**src/rtl/cnn_pkg.sv**
```systemverilog
// Shared layer constants and controller state type for the 3x3 convolution
// front end. The window controller and the shift-row line buffers both derive
// their geometry from here, so the line-buffer depth and the window position
// logic cannot drift apart.
//
// Contents:
//   win_state_t   - controller states IDLE / FILL / RUN / DONE
//   LAYER_*       - frame size, kernel edge and stride of this layer
//   LINE_DEPTH    - shift-row delay line depth (IMG_W - K)
//   cnt_width()   - counter width for a given extent, never below 1 bit
package cnn_pkg;

  typedef enum logic [1:0] {
    IDLE = 2'd0,
    FILL = 2'd1,
    RUN  = 2'd2,
    DONE = 2'd3
  } win_state_t;

  localparam int LAYER_IMG_W  = 199;
  localparam int LAYER_IMG_H  = 199;
  localparam int LAYER_K      = 3;
  localparam int LAYER_STRIDE = 1;
  localparam int LINE_DEPTH   = LAYER_IMG_W - LAYER_K;

  // $clog2(1) is 0, which would give a zero-width counter.
  function automatic int cnt_width(input int n);
    return (n > 1) ? $clog2(n) : 1;
  endfunction

endpackage

```
**src/rtl/stride_pos_cnt.sv**
```systemverilog
// One axis (row or column) of the window position tracker. Keeps the pixel
// position along the axis, the stride phase once the position has reached the
// first complete window (K-1), and the output window index along that axis.
//
// The outputs describe the pixel being accepted in the current cycle. When
// 'clear' is high that pixel is position 0, regardless of the stored count, so
// a start-of-frame pixel is both classified and counted in a single cycle.
//
// Ports:
//   clk, rst  - clock, asynchronous active-high reset
//   clear     - current pixel is position 0 (start of frame)
//   step      - advance past the current pixel
//   idx       - output window index ((pos-(K-1))/STRIDE) of current pixel
//   hit       - current pixel closes a window along this axis
//   last      - current pixel is the final position (N-1)
//   fill_end  - current pixel is the final position before window region
module stride_pos_cnt #(
  parameter int N      = 8,
  parameter int K      = 3,
  parameter int STRIDE = 1,
  parameter int W      = 3
) (
  input  logic         clk,
  input  logic         rst,
  input  logic         clear,
  input  logic         step,
  output logic [W-1:0] idx,
  output logic         hit,
  output logic         last,
  output logic         fill_end
);

  localparam int PW = (STRIDE > 1) ? $clog2(STRIDE) : 1;

  logic [W-1:0]  pos_q, pos_b, pos_n, idx_q, idx_n;
  logic [PW-1:0] phase_q, phase_b, phase_n;

  // Below position K-1 the phase and index stay at zero, so the first
  // window along the axis always lands on phase 0 / index 0.
  always_comb begin
    pos_b    = clear ? '0 : pos_q;
    phase_b  = clear ? '0 : phase_q;
    idx      = clear ? '0 : idx_q;
    hit      = (int'(pos_b) >= K - 1) && (phase_b == '0);
    last     = (int'(pos_b) == N - 1);
    fill_end = (int'(pos_b) == K - 2);
    pos_n    = pos_b;
    phase_n  = phase_b;
    idx_n    = idx;
    if (step) begin
      if (last) begin
        pos_n   = '0;
        phase_n = '0;
        idx_n   = '0;
      end else begin
        pos_n = pos_b + W'(1);
        if (int'(pos_b) < K - 1) begin
          phase_n = '0;
          idx_n   = '0;
        end else if (int'(phase_b) == STRIDE - 1) begin
          phase_n = '0;
          idx_n   = idx + W'(1);
        end else begin
          phase_n = phase_b + PW'(1);
        end
      end
    end
  end

  always_ff @(posedge clk or posedge rst) begin
    if (rst) begin
      pos_q   <= '0;
      phase_q <= '0;
      idx_q   <= '0;
    end else begin
      pos_q   <= pos_n;
      phase_q <= phase_n;
      idx_q   <= idx_n;
    end
  end

endmodule

```
**src/rtl/conv_window_ctrl.sv**
```systemverilog
// Sequencer for the KxK line-buffer datapath. Accepts a raster-order pixel
// stream, drives the shift enable of the shift-row line buffers, tracks the
// row/column position and announces each complete window at the configured
// stride together with its output coordinates.
//
// Ports:
//   clk, rst    - clock, asynchronous active-high reset
//   in_valid    - source presents a pixel
//   in_first    - pixel is the first of a frame
//   in_ready    - controller accepts a pixel this cycle
//   shift_en    - line buffer shift enable (accepted, frame-bound pixel)
//   out_ready   - MAC array takes the presented window
//   win_valid   - a complete window is presented
//   win_row     - output row index of the presented window
//   win_col     - output column index of the presented window
//   frame_done  - one-cycle pulse after the last pixel of a frame
//   err_sof     - one-cycle pulse after a misplaced / missing start of frame
//   busy        - controller is inside a frame
module conv_window_ctrl
  import cnn_pkg::*;
#(
  parameter int IMG_W  = LAYER_IMG_W,
  parameter int IMG_H  = LAYER_IMG_H,
  parameter int K      = LAYER_K,
  parameter int STRIDE = LAYER_STRIDE,
  parameter int CW     = cnt_width(IMG_W),
  parameter int RW     = cnt_width(IMG_H)
) (
  input  logic          clk,
  input  logic          rst,
  input  logic          in_valid,
  input  logic          in_first,
  output logic          in_ready,
  output logic          shift_en,
  input  logic          out_ready,
  output logic          win_valid,
  output logic [RW-1:0] win_row,
  output logic [CW-1:0] win_col,
  output logic          frame_done,
  output logic          err_sof,
  output logic          busy
);

  win_state_t    state, state_n;
  logic          accept, restart, row_step, win_hit, err_n;
  logic          col_hit, col_last, col_fill_end_unused;
  logic          row_hit, row_last, row_fill_end;
  logic [CW-1:0] col_idx;
  logic [RW-1:0] row_idx;

  // A held window blocks input so the buffers never shift under it.
  assign in_ready   = (state != DONE) && (out_ready || !win_valid);
  assign accept     = in_valid && in_ready;
  assign shift_en   = accept && !(state == IDLE && !in_first);
  assign restart    = accept && in_first;
  assign row_step   = shift_en && col_last;
  assign win_hit    = shift_en && row_hit && col_hit;
  assign busy       = (state != IDLE);
  assign frame_done = (state == DONE);

  stride_pos_cnt #(
    .N(IMG_W), .K(K), .STRIDE(STRIDE), .W(CW)
  ) u_col (
    .clk(clk), .rst(rst), .clear(restart), .step(shift_en),
    .idx(col_idx), .hit(col_hit), .last(col_last),
    .fill_end(col_fill_end_unused)
  );

  stride_pos_cnt #(
    .N(IMG_H), .K(K), .STRIDE(STRIDE), .W(RW)
  ) u_row (
    .clk(clk), .rst(rst), .clear(restart), .step(row_step),
    .idx(row_idx), .hit(row_hit), .last(row_last),
    .fill_end(row_fill_end)
  );

  always_ff @(posedge clk or posedge rst) begin
    if (rst) state <= IDLE;
    else     state <= state_n;
  end

  // A start-of-frame pixel always restarts the frame, even when it arrives
  // mid-frame on the final position, so it can never also end the frame.
  always_comb begin
    state_n = state;
    err_n   = 1'b0;
    case (state)
      IDLE: begin
        if (accept) begin
          if (!in_first)                 err_n   = 1'b1;
          else if (row_last && col_last) state_n = DONE;
          else                           state_n = (K == 1) ? RUN : FILL;
        end
      end
      FILL, RUN: begin
        if (accept) begin
          if (in_first) begin
            err_n   = 1'b1;
            state_n = (K == 1) ? RUN : FILL;
          end else if (row_last && col_last) begin
            state_n = DONE;
          end else if (state == FILL && row_step && row_fill_end) begin
            state_n = RUN;
          end
        end
      end
      DONE:    state_n = IDLE;
      default: state_n = IDLE;
    endcase
  end

  // win_hit implies accept, which implies the previous window was taken,
  // so a new window never overwrites one still waiting for out_ready.
  always_ff @(posedge clk or posedge rst) begin
    if (rst) begin
      win_valid <= 1'b0;
      win_row   <= '0;
      win_col   <= '0;
      err_sof   <= 1'b0;
    end else begin
      err_sof <= err_n;
      if (win_hit) begin
        win_valid <= 1'b1;
        win_row   <= row_idx;
        win_col   <= col_idx;
      end else if (out_ready) begin
        win_valid <= 1'b0;
      end
    end
  end

endmodule

```
**config.mk**
```make
export PLATFORM = sky130hd
export DESIGN_NAME = conv_window_ctrl
export DESIGN_NICKNAME = d
export VERILOG_FILES = /design/src/rtl/cnn_pkg.sv /design/src/rtl/stride_pos_cnt.sv /design/src/rtl/conv_window_ctrl.sv
export SDC_FILE = /design/constraint.sdc
export NUM_CORES = 1
export LEC_CHECK = 0
export BUFFER_PORTS_ARGS = -buffer_cell sky130_fd_sc_hd__buf_2
export CORE_MARGIN = 2
export CORE_UTILIZATION = 55
export DETAILED_ROUTE_END_ITERATION = 6
export PLACE_DENSITY = 0.82
export SLEW_MARGIN = 0
export SYNTH_ARGS = -nofsm -noshare
export SYNTH_HDL_FRONTEND = slang
export SYNTH_SLANG_ARGS = --single-unit
```
**constraint.sdc**
```tcl
create_clock -name clk -period 4 [get_ports clk]
set_input_delay 0 -clock clk [delete_from_list [all_inputs] [get_ports clk]]
set_output_delay 0 -clock clk [all_outputs]
set_load 0.02 [all_outputs]
```
## After elaboration in Yosys (flattened, before gate mapping)

Index checks and enable logic that the tools add are counted.

| cells by class | value |
|---|---|
| $add $sub $neg | 6 |
| magnitude comparators | 4 |
| equal/unequal tests | 11 |
| multiplexer cells | 41 |
| bitwise logic cells | 2 |
| reduce and logical (&&, ||, !) cells | 22 |

Operators with widths:

| operator | number |
|---|---|
| $mux 8 | 16 |
| $add 8x1->8 const B | 4 |
| $eq 8x7->1 const B | 2 |
| $ge 8x2->1 const B | 2 |
| $lt 8x2->1 const B | 2 |
| $mux 1 | 16 |
| $mux 2 | 7 |
| $logic_and 1x1->1 | 13 |
| $eq 8x2->1 const B | 1 |
| $ne 2x2->1 const B | 4 |
| $pmux 2 s3 | 1 |
| $eq 2x2->1 const B | 2 |
| $ne 4x4->1 const B | 1 |
| $reduce_and 4->1 | 1 |
| $reduce_bool 2->1 | 2 |
| $logic_not 1->1 | 3 |
| $add 1x1->1 const B | 2 |
| $eq 2x1->1 const B | 1 |
| $logic_not 2->1 | 1 |
| $not 1->1 | 2 |
| $pmux 1 s2 | 1 |
| $reduce_or 2->1 | 1 |
| $logic_or 1x1->1 | 1 |

| word-level totals | value |
|---|---|
| bits in registers | 54 |
| input port bits | 5 |

## Depth between registers and ports, before layout

Gate-level depths: netlist (run 1).

| logic depth | value |
|---|---|
| word-level depth | 15 |
| mapped depth | 13 |
| depth with buffers taken out | 11 |

## Modules after synthesis

Synthesis (run 1) repeated with hierarchy kept, for this count alone.

| unflattened totals | value |
|---|---|
| cell total of the unflattened synthesis | 285 |
| area, all modules | 3080.5 sq um |

Modules (own cells, without submodules):

| module | instances | cells an instance | area an instance (sq um) | seq. area each (sq um) |
|---|---|---|---|---|
| stride_pos_cnt | 2 | 106 | 1038.5 | 425.4 |
| conv_window_ctrl | 1 | 73 | 1003.5 | 500.5 |

## Least setup slack after synthesis (run 1)

OpenSTA, ideal clock, no wires.

| timing path | value |
|---|---|
| kind | register to register |
| start | register state[0] |
| end | register u_row.idx_q[7] |
| library setup time | 0.101 ns |
| arrival | 3.076 ns |
| data required time | 3.899 ns |
| path slack | 0.824 ns |
| cell stages (with the launch flop) | 14 |
| path buffers | 3 |
| cells stage by stage | dfrtp_1 ha_1 nor2b_1 nand3_1 clkbuf_1 and2_1 ha_1 and4_1 and2_0 clkbuf_1 nand2_1 clkbuf_1 nor2_1 nor4_1 |

| between the ends | value |
|---|---|
| word-level cells in the longest chain between the ends | 10 |
| elaborated cells on any way between the ends | 21 |

RTL lines:

| element | RTL line | text |
|---|---|---|
| start: declaration | conv_window_ctrl.sv:44 | `win_state_t state, state_n;` |
| start signal: assignment | conv_window_ctrl.sv:79 | `else state <= state_n;` |
| $ne 2x2->1 | conv_window_ctrl.sv:52 | `assign in_ready = (state != DONE) && (out_ready \|\| !win_valid);` |
| $logic_and 1x1->1 | conv_window_ctrl.sv:52 |  |
| $logic_and 1x1->1 | conv_window_ctrl.sv:53 | `assign accept = in_valid && in_ready;` |
| $logic_and 1x1->1 | conv_window_ctrl.sv:55 | `assign restart = accept && in_first;` |
| $mux 8 | stride_pos_cnt.sv:43 | `idx = clear ? '0 : idx_q;` |
| $add 8x1->8 | stride_pos_cnt.sv:62 | `idx_n = idx + W'(1);` |
| $mux 8 | stride_pos_cnt.sv:60 | `end else if (int'(phase_b) == STRIDE - 1) begin` |
| $mux 8 | stride_pos_cnt.sv:57 | `if (int'(pos_b) < K - 1) begin` |
| $mux 8 | stride_pos_cnt.sv:51 | `if (last) begin` |
| $mux 8 * | stride_pos_cnt.sv:50 | `if (step) begin` |
| named net u_row.idx_n[7] | stride_pos_cnt.sv:35 | `logic [W-1:0] pos_q, pos_b, pos_n, idx_q, idx_n;` |
| end signal: assignment | stride_pos_cnt.sv:78 | `idx_q <= idx_n;` |
| end: declaration | stride_pos_cnt.sv:35 |  |

Mark *: on every way through the listed nets, which the timed path passes. The rest lies on a longest branch.
A chain may end at the register's enable or synchronous reset.

## Final worst setup path (run 1)

Ends and elaborated chain as after synthesis.

==> run metrics, run 1 <==
adder-cell share of the synthesized area=5.215%; critical-path maximum fanout=35; DRT antenna net count=0; Post-synth top cells=dfrtp_1, nand2_1, inv_1; simple-gate share of the synthesized area=25.35%; worst-skew pair later-pin latency=0.31 ns; Tightest Hold Check Type=primary input to register; post-place setup slack=0.8107 ns; final core occ=62.74%; top cells by area, synth=dfrtp_1, ha_1, mux2i_1, nand2_1, o21ai_0; FP Rows=27; total power=1.544 mW; drt pass-1 iters=5; clk buf depth=2; GRT Overall Usage=23.86%; Detailed Place HPWL=4.898 mm; port bufs=26; Syn Inst Count=333; Chip Width=79.31 µm; XOR/XNOR share of the synthesized area=1.685%; Setup-failing EPs final=0; Mapped Area=3119 µm²; Via Count=2602; CP dominant cell by count=ha_1; compound-gate portion of the synthesized area=12.76%; largest family of logic cells by synthesized area=simple AND/OR/NAND/NOR gates; Die Area=6290 µm²; Max Transition Viols Final=0; CORE AREA=5507 µm²; Die Ht=79.31 µm; multiplexer area fraction after synthesis=6.619%; ys flop type=dfrtp_1; total gr overflow=0; Clock Sinks=54; layout cell share with drive strength beyond 1=15.83%; FMAX=0.3029 GHz; final hold violations=0; Area growth, synth to finish=10.75%; CP peak stage delay=0.47 ns; cell chain of the critical path=ha_1 -> nor2b_1 -> nand3_1 -> buf_4 -> nand2_1 -> inv_1 -> ha_1 -> and4_1 -> o21ai_0 -> nor2_1 -> nor4_1; gpl congestion=0.9132; clock skew=0.007742 ns; reg2reg setup slack=0.70 ns; Clk pin slew, worst setup/hold paths=0.10 ns; Worst Path Class, Setup=register to register; Setup Total Neg Slack=0 ns; global-route wire length before repair=11.85 mm; fill count=464; Syn Nets=351; Worst Max-Slew Pin Slew=0.8680 ns; routed wire length=7.079 mm; Arr. time, crit path=3.49 ns; R2R depth=11; maxcap violations=0; status=finished, final reports clean; VDD IR max=0.0002448 V; fin worst setup slack=0.6982 ns; Post-synth EDFFs=0; clock tree root buffer cell=clkbuf_8; diodes inserted=0; Worst path slowest cell=o21ai_0; CP required=4.19 ns; 1st-iter DRT viols=266; WL per Instance=16.39 µm; CTS buffer count=5; CTS tree=done; largest net degree at the start of global routing=55; part of the cycle the worst path needs=82.55%; Post-Syn Area per Cell=9.367 µm²; initial core utilization=56.65%; Worst slew margin=41.92%; PostCTS Resize Cnt=0; Synth area leader=dfrtp_1; Hold EP=u_col.idx_q[3]; vias per inst=6.023; Yosys top cell area share=43.32%; number of global-route vias before repair=2528; number of stages on the worst hold path=2; pwr dens=446.9 nW/µm²; number of synthesized register bits=54; sequential-to-total area share from yosys stat=43.32%; Worst setup EP type=register; LEAKAGE=1.582 nW; synth unique cells=55; Reg2Reg Capture Point=u_row.idx_q[7]; Final min period=3.302 ns; count leader, synth=dfrtp_1; RSZ-0062 raised after global routing=no; initial antenna violation count=0; Ys Warns=0; RR Startpoint=state[0]; Post-route DRC=0; Async SR Flop Fraction=100.0%; hold path start=in_first; # IOs=27; worst hold slack=0.08345 ns; Critical Path Source Type=register; H-tree depth=2; # nets final=377
==> worst max path at each step <==
| stage | from | end | slack (ns) | cells after the start |
|---|---|---|---|---|
| after floorplan | state[0] | u_row.idx_q[7] | 0.82 | 13 |
| after global placement | state[0] | u_row.pos_q[3] | 1.02 | 10 |
| after detailed placement | state[0] | u_row.idx_q[7] | 0.81 | 11 |
| after CTS | state[0] | u_row.idx_q[7] | 0.79 | 11 |
| after global routing | state[0] | u_row.idx_q[7] | 0.54 | 11 |
| final | state[0] | u_row.idx_q[7] | 0.70 | 11 |
==> critical path: cells and delay by family, from the launching register on <==
kind	cells	cell delay [ns]
flip-flops	1	0.44
AND/OR/NAND/NOR	6	1.38
AO/OA/AOI/OAI	1	0.47
buffers and inverters	2	0.35
adder cells (fa/ha/maj)	2	0.53
==> stage by stage <==
stage,cells,area (µm²)
4_1_cts,432,3455
3_3_place_gp,423,3302
2_1_floorplan,333,3119
5_1_grt,432,3455
3_5_place_dp,423,3302
6_report,432,3455
==> layer usage <==
| metal | up-vias | track usage [%] | routed length, µm |
|---|---|---|---|
| li1 | 1228 | - | - |
| met1 | 1256 | 31.63 | 3209 |
| met2 | 108 | 39.24 | 3301 |
| met3 | 10 | 4.886 | 481 |
| met4 | 0 | 7.759 | 87 |
| met5 | - | 0 | 0 |
==> cells by family (layout without fill, tap and decap cells) <==
| family | Yosys count | after routing |
|---|---|---|
| compound gates | 64 | 64 |
| mux | 20 | 20 |
| xor+xnor | 6 | 6 |
| fa+ha+maj | 13 | 13 |
| flops | 54 | 54 |
| simple gates | 139 | 139 |
| buf+inv | 37 | 64 |
==> cell type report <==
cell class	count	area, µm²	area share, %
multi-input combinational	242	1610	46.61
sequential	54	1351	39.12
timing repair buffer	30	162.7	4.708
inverter	26	97.59	2.825
tap	72	90.09	2.608
clock buffer	6	82.58	2.390
clock inverter	2	60.06	1.739
==> sequential cells by signal (all words and copies together) (netlist names) <==
register / count
win_col: 8
win_row: 8
u_col.pos_q: 8
err_sof: 1
u_col.phase_q: 1
win_valid: 1
u_row.phase_q: 1
u_col.idx_q: 8
u_row.pos_q: 8
state: 2
u_row.idx_q: 8
==> cells in the final DEF (no fill, tap or decap), types with 3 or more instances in the layout <==
cell type / instances
nand2_1: 39
and4b_1: 3
and2_1: 7
or3_1: 3
nand4_1: 11
xnor2_1: 3
a22oi_1: 4
xor2_1: 3
mux2_2: 5
and4_1: 3
nor2b_1: 7
nor2_1: 19
ha_1: 13
o211ai_1: 3
nand3_1: 6
nor4_1: 4
o31ai_1: 3
and3_1: 7
buf_2: 26
o21ai_0: 23
a21oi_1: 16
dfrtp_1: 54
mux2i_1: 15
buf_4: 3
nor3_1: 9
inv_1: 25
nand2b_1: 3
clkbuf_8: 6
==> power breakdown <==
group          leakage (nW)  total [mW]  internal, mW  switching (mW)
clock network        0.0714       0.455         0.267           0.188
logic                 0.824       0.461         0.167           0.295
registers             0.686       0.628         0.583          0.0448
==> repair_timing <==
item | in CTS | in global routing
hold buffers | 1 | 0
hold endpoints to repair | 54 | 0
buffers inserted | 0 | 0
No activity file was read; power rests on OpenSTA's default activity.
==> run 2, diff against run 1 <==
--- a/config.mk
+++ b/config.mk
@@ -5,11 +5,12 @@
 export SDC_FILE = /design/constraint.sdc
 export NUM_CORES = 1
 export LEC_CHECK = 0
+export ABC_AREA = 1
 export BUFFER_PORTS_ARGS = -buffer_cell sky130_fd_sc_hd__buf_2
 export CORE_MARGIN = 2
-export CORE_UTILIZATION = 55
+export CORE_UTILIZATION = 54
 export DETAILED_ROUTE_END_ITERATION = 6
-export PLACE_DENSITY = 0.82
+export PLACE_DENSITY = 0.84
 export SLEW_MARGIN = 0
 export SYNTH_ARGS = -nofsm -noshare
 export SYNTH_HDL_FRONTEND = slang
==> constraint.sdc (replaced) <==
create_clock -name clk -period 2.96 [get_ports clk]
set_input_delay 0 -clock clk [delete_from_list [all_inputs] [get_ports clk]]
set_output_delay 0 -clock clk [all_outputs]
set_load 0.02 [all_outputs]
==> run metrics, run 2 <==
top cells by area, synth=dfrtp_1, nand2_1, inv_1, ha_1, nand4_1; ys flop type=dfrtp_1; final core occ=60.86% (-1.9 points); Post-synth EDFFs=0 (unchanged); buffers plus inverters on the worst setup path=3 (+1); largest net degree at the start of global routing=39 (-29%); # nets final=486 (+29%); Tightest Hold Check Type=primary input to register; Synth area leader=dfrtp_1; clock tree root buffer cell=clkbuf_8; CTS buffer count=5 (unchanged); Clk pin slew, worst setup/hold paths=0.10 ns (about the same); fill count=529 (+14%); LEAKAGE=2.045 nW (+29%); sequential-to-total area share from yosys stat=41.70% (-1.6 points); FP Rows=28 (+3.7%); multi-input logic area=1582 µm² (-1.8%); Worst Path Class, Setup=register to register; layout cell share with drive strength beyond 1=12.58% (-3.3 points); post-place setup slack=0.3350 ns (-0.4757 ns); number of global-route vias before repair=2714 (+7.4%); worst hold slack=0.01767 ns (-0.06578 ns); Critical path origin=state[0]; Die Area=6637 µm² (+5.5%); Setup-failing EPs final=0 (unchanged); Post-route DRC=0 (unchanged); Chip Width=81.47 µm (+2.7%); Worst path slowest cell=dfrtp_1; initial core utilization=55.39% (-1.3 points); Reg2Reg Capture Point=u_row.idx_q[1]; drt pass-1 iters=5 (unchanged); Final Non-Filler Cells=544 (+26%); Area growth, synth to finish=9.884%; Max Transition Viols Final=0 (unchanged); CORE AREA=5851 µm² (+6.2%); CP peak stage delay=0.44 ns (-0.03 ns); Setup Total Neg Slack=0 ns (unchanged); Async SR Flop Fraction=100.0% (unchanged); worst-skew pair later-pin latency=0.32 ns (about the same); CP required=3.21 ns (-0.98 ns); synth unique cells=35 (-36%); commonest non-fill, non-tap cell in the layout=nand2_1; Detailed Place HPWL=5.448 mm (+11%); diodes inserted=0 (unchanged); WL per Instance=13.53 µm (-17%); global-route wire length before repair=12.14 mm (+2.5%); RR Startpoint=state[0]; Yosys top cell area share=41.70% (-1.6 points); pwr dens=526.3 nW/µm² (+18%); Post-Syn Area per Cell=7.399 µm² (-21%); CTS tree=done; routed wire length=7.358 mm (+3.9%); Die Ht=81.47 µm (+2.7%); gpl congestion=0.9065 (-0.73%); count leader, synth=nand2_1; 1st-iter DRT viols=191 (-28%); maxcap violations=0 (unchanged); part of the cycle the worst path needs=88.48% (+5.9 points); Syn Inst Count=438 (+32%); VDD IR max=0.0003130 V (+28%); Post-synth top cells=nand2_1, inv_1, dfrtp_1; H-tree depth=2 (unchanged); Worst slew margin=44.84% (+2.9 points); Clock Sinks=54 (unchanged); FF+latch area=1351 µm² (unchanged); clk buf depth=2 (unchanged); Critical Path Source Type=register; RSZ-0062 raised after global routing=no; clock skew=0.007023 ns (-0.0007190 ns); Placed Cells=534 (+26%); Ys Warns=0 (unchanged); reg2reg setup slack=0.34 ns (-0.36 ns); GRT Overall Usage=23.45% (-0.42 points); FMAX=0.3818 GHz (+26%); Syn Nets=456 (+30%); port bufs=26 (unchanged); Via Count=2945 (+13%); R2R depth=13 (+2); WP depth=13 (+2); Mapped Area=3241 µm² (+3.9%); critical path endpoint=u_row.idx_q[1]; Worst setup EP type=register; status=finished, final reports clean; final hold violations=0 (unchanged); DRT antenna net count=0 (unchanged); number of synthesized register bits=54 (unchanged); vias per inst=5.414 (-10%); Worst Max-Slew Pin Slew=0.8261 ns (-0.04192 ns); total gr overflow=0 (unchanged); # IOs=27 (unchanged); Final min period=2.619 ns (-0.6829 ns); Arr. time, crit path=2.87 ns (-0.62 ns); initial antenna violation count=0 (unchanged); fin worst setup slack=0.3410 ns (-0.3571 ns); cell chain of the critical path=ha_1 -> inv_1 -> nand4_4 -> buf_6 -> nand2_1 -> inv_1 -> ha_1 -> nand4_1 -> nand3b_1 -> nor2_1 -> o21ai_2 -> o21ai_0 -> nor2_1; critical-path maximum fanout=30 (-14%); CP top delay family=simple AND/OR/NAND/NOR gates; most frequent cells in the layout=nand2_1, inv_1, dfrtp_1
==> run 2: cell count changes after synthesis, sizes merged, moves of 6 or more <==
cell    previous run  this run
mux2i             15         0
buf                3         9
clkbuf             8         1
nor2              21        40
nand4             11        27
nor4               6         0
nor3              11         5
and3               7         0
nor2b              7         0
a21oi             16         9
and2               8         0
inv               26        64
nand2             39       143
nand3              6        29
==> run 2: cells by family after synthesis <==
family | count (synthesis) | share of synthesized area [%]
flip-flops | 54 | 41.70
buffers and inverters | 75 | 9.498
AND/OR/NAND/NOR | 248 | 34.86
adder cells (fa/ha/maj) | 13 | 5.019
AO/OA/AOI/OAI | 41 | 7.027
XOR/XNOR | 7 | 1.892
==> run 2: cell type report <==
| class | count | share of cell area [%] |
|---|---|---|
| Multi-Input combinational cell | 309 | 44.41 |
| Sequential cell | 54 | 37.95 |
| Inverter | 65 | 6.852 |
| Timing Repair Buffer | 33 | 5.376 |
| Tap cell | 75 | 2.635 |
| Clock buffer | 6 | 2.319 |
| Clock inverter | 2 | 0.4568 |
==> run 2: power breakdown <==
group	internal (mW)	switching, mW	total (mW)	leakage (nW)
clock	0.193	0.265	0.458	0.0478
combinational	0.169	0.418	0.587	1.25
sequential	0.789	0.0401	0.829	0.744
total	1.15	0.723	1.87	2.05
==> run 2: timing repair <==
item | 4_1_cts | 5_1_grt
setup buffers | 0 | 0
hold buffers | 2 | 0
resized for setup | 0 | 1
endpoints found under the setup margin | 0 | 2
endpoints found under the hold margin | 38 | 0
==> run 2: tightest hold or removal path, delay by kind of cell <==
kind / cells / cell delay [ns]
simple gates: 2 / 0.17
buf+inv: 2 / 0.13
==> run 2: how the worst min path moves through the flow <==
stage | slack [ns] | cells after the start | start | endpoint
floorplan | 0.14 | 2 | in_valid | err_sof
global placement | 0.19 | 2 | rst | win_col[5]
detailed placement | 0.21 | 2 | rst | win_col[5]
CTS | 0.01 | 4 | out_ready | win_valid
global route | 0.03 | 4 | out_ready | win_valid
finish | 0.02 | 4 | out_ready | win_valid
==> run 2: metrics by stage <==
stage	instance area (µm²)	power (mW)
floorplan	3241	1.275
global placement	3438	1.394
detailed placement	3438	1.416
CTS	3557	1.871
global route	3561	1.969
finish	3561	1.874
==> run 2: per-layer routing <==
| layer | vias up | share of wire, % | GRT usage (%) |
|---|---|---|---|
| met2 | 75 | 50 | 40.66 |
| met4 | 0 | 2.7 | 9.322 |
| li1 | 1463 | - | - |
| met5 | - | 0 | 0 |
| met1 | 1391 | 44 | 29.13 |
| met3 | 16 | 3.3 | 3.736 |
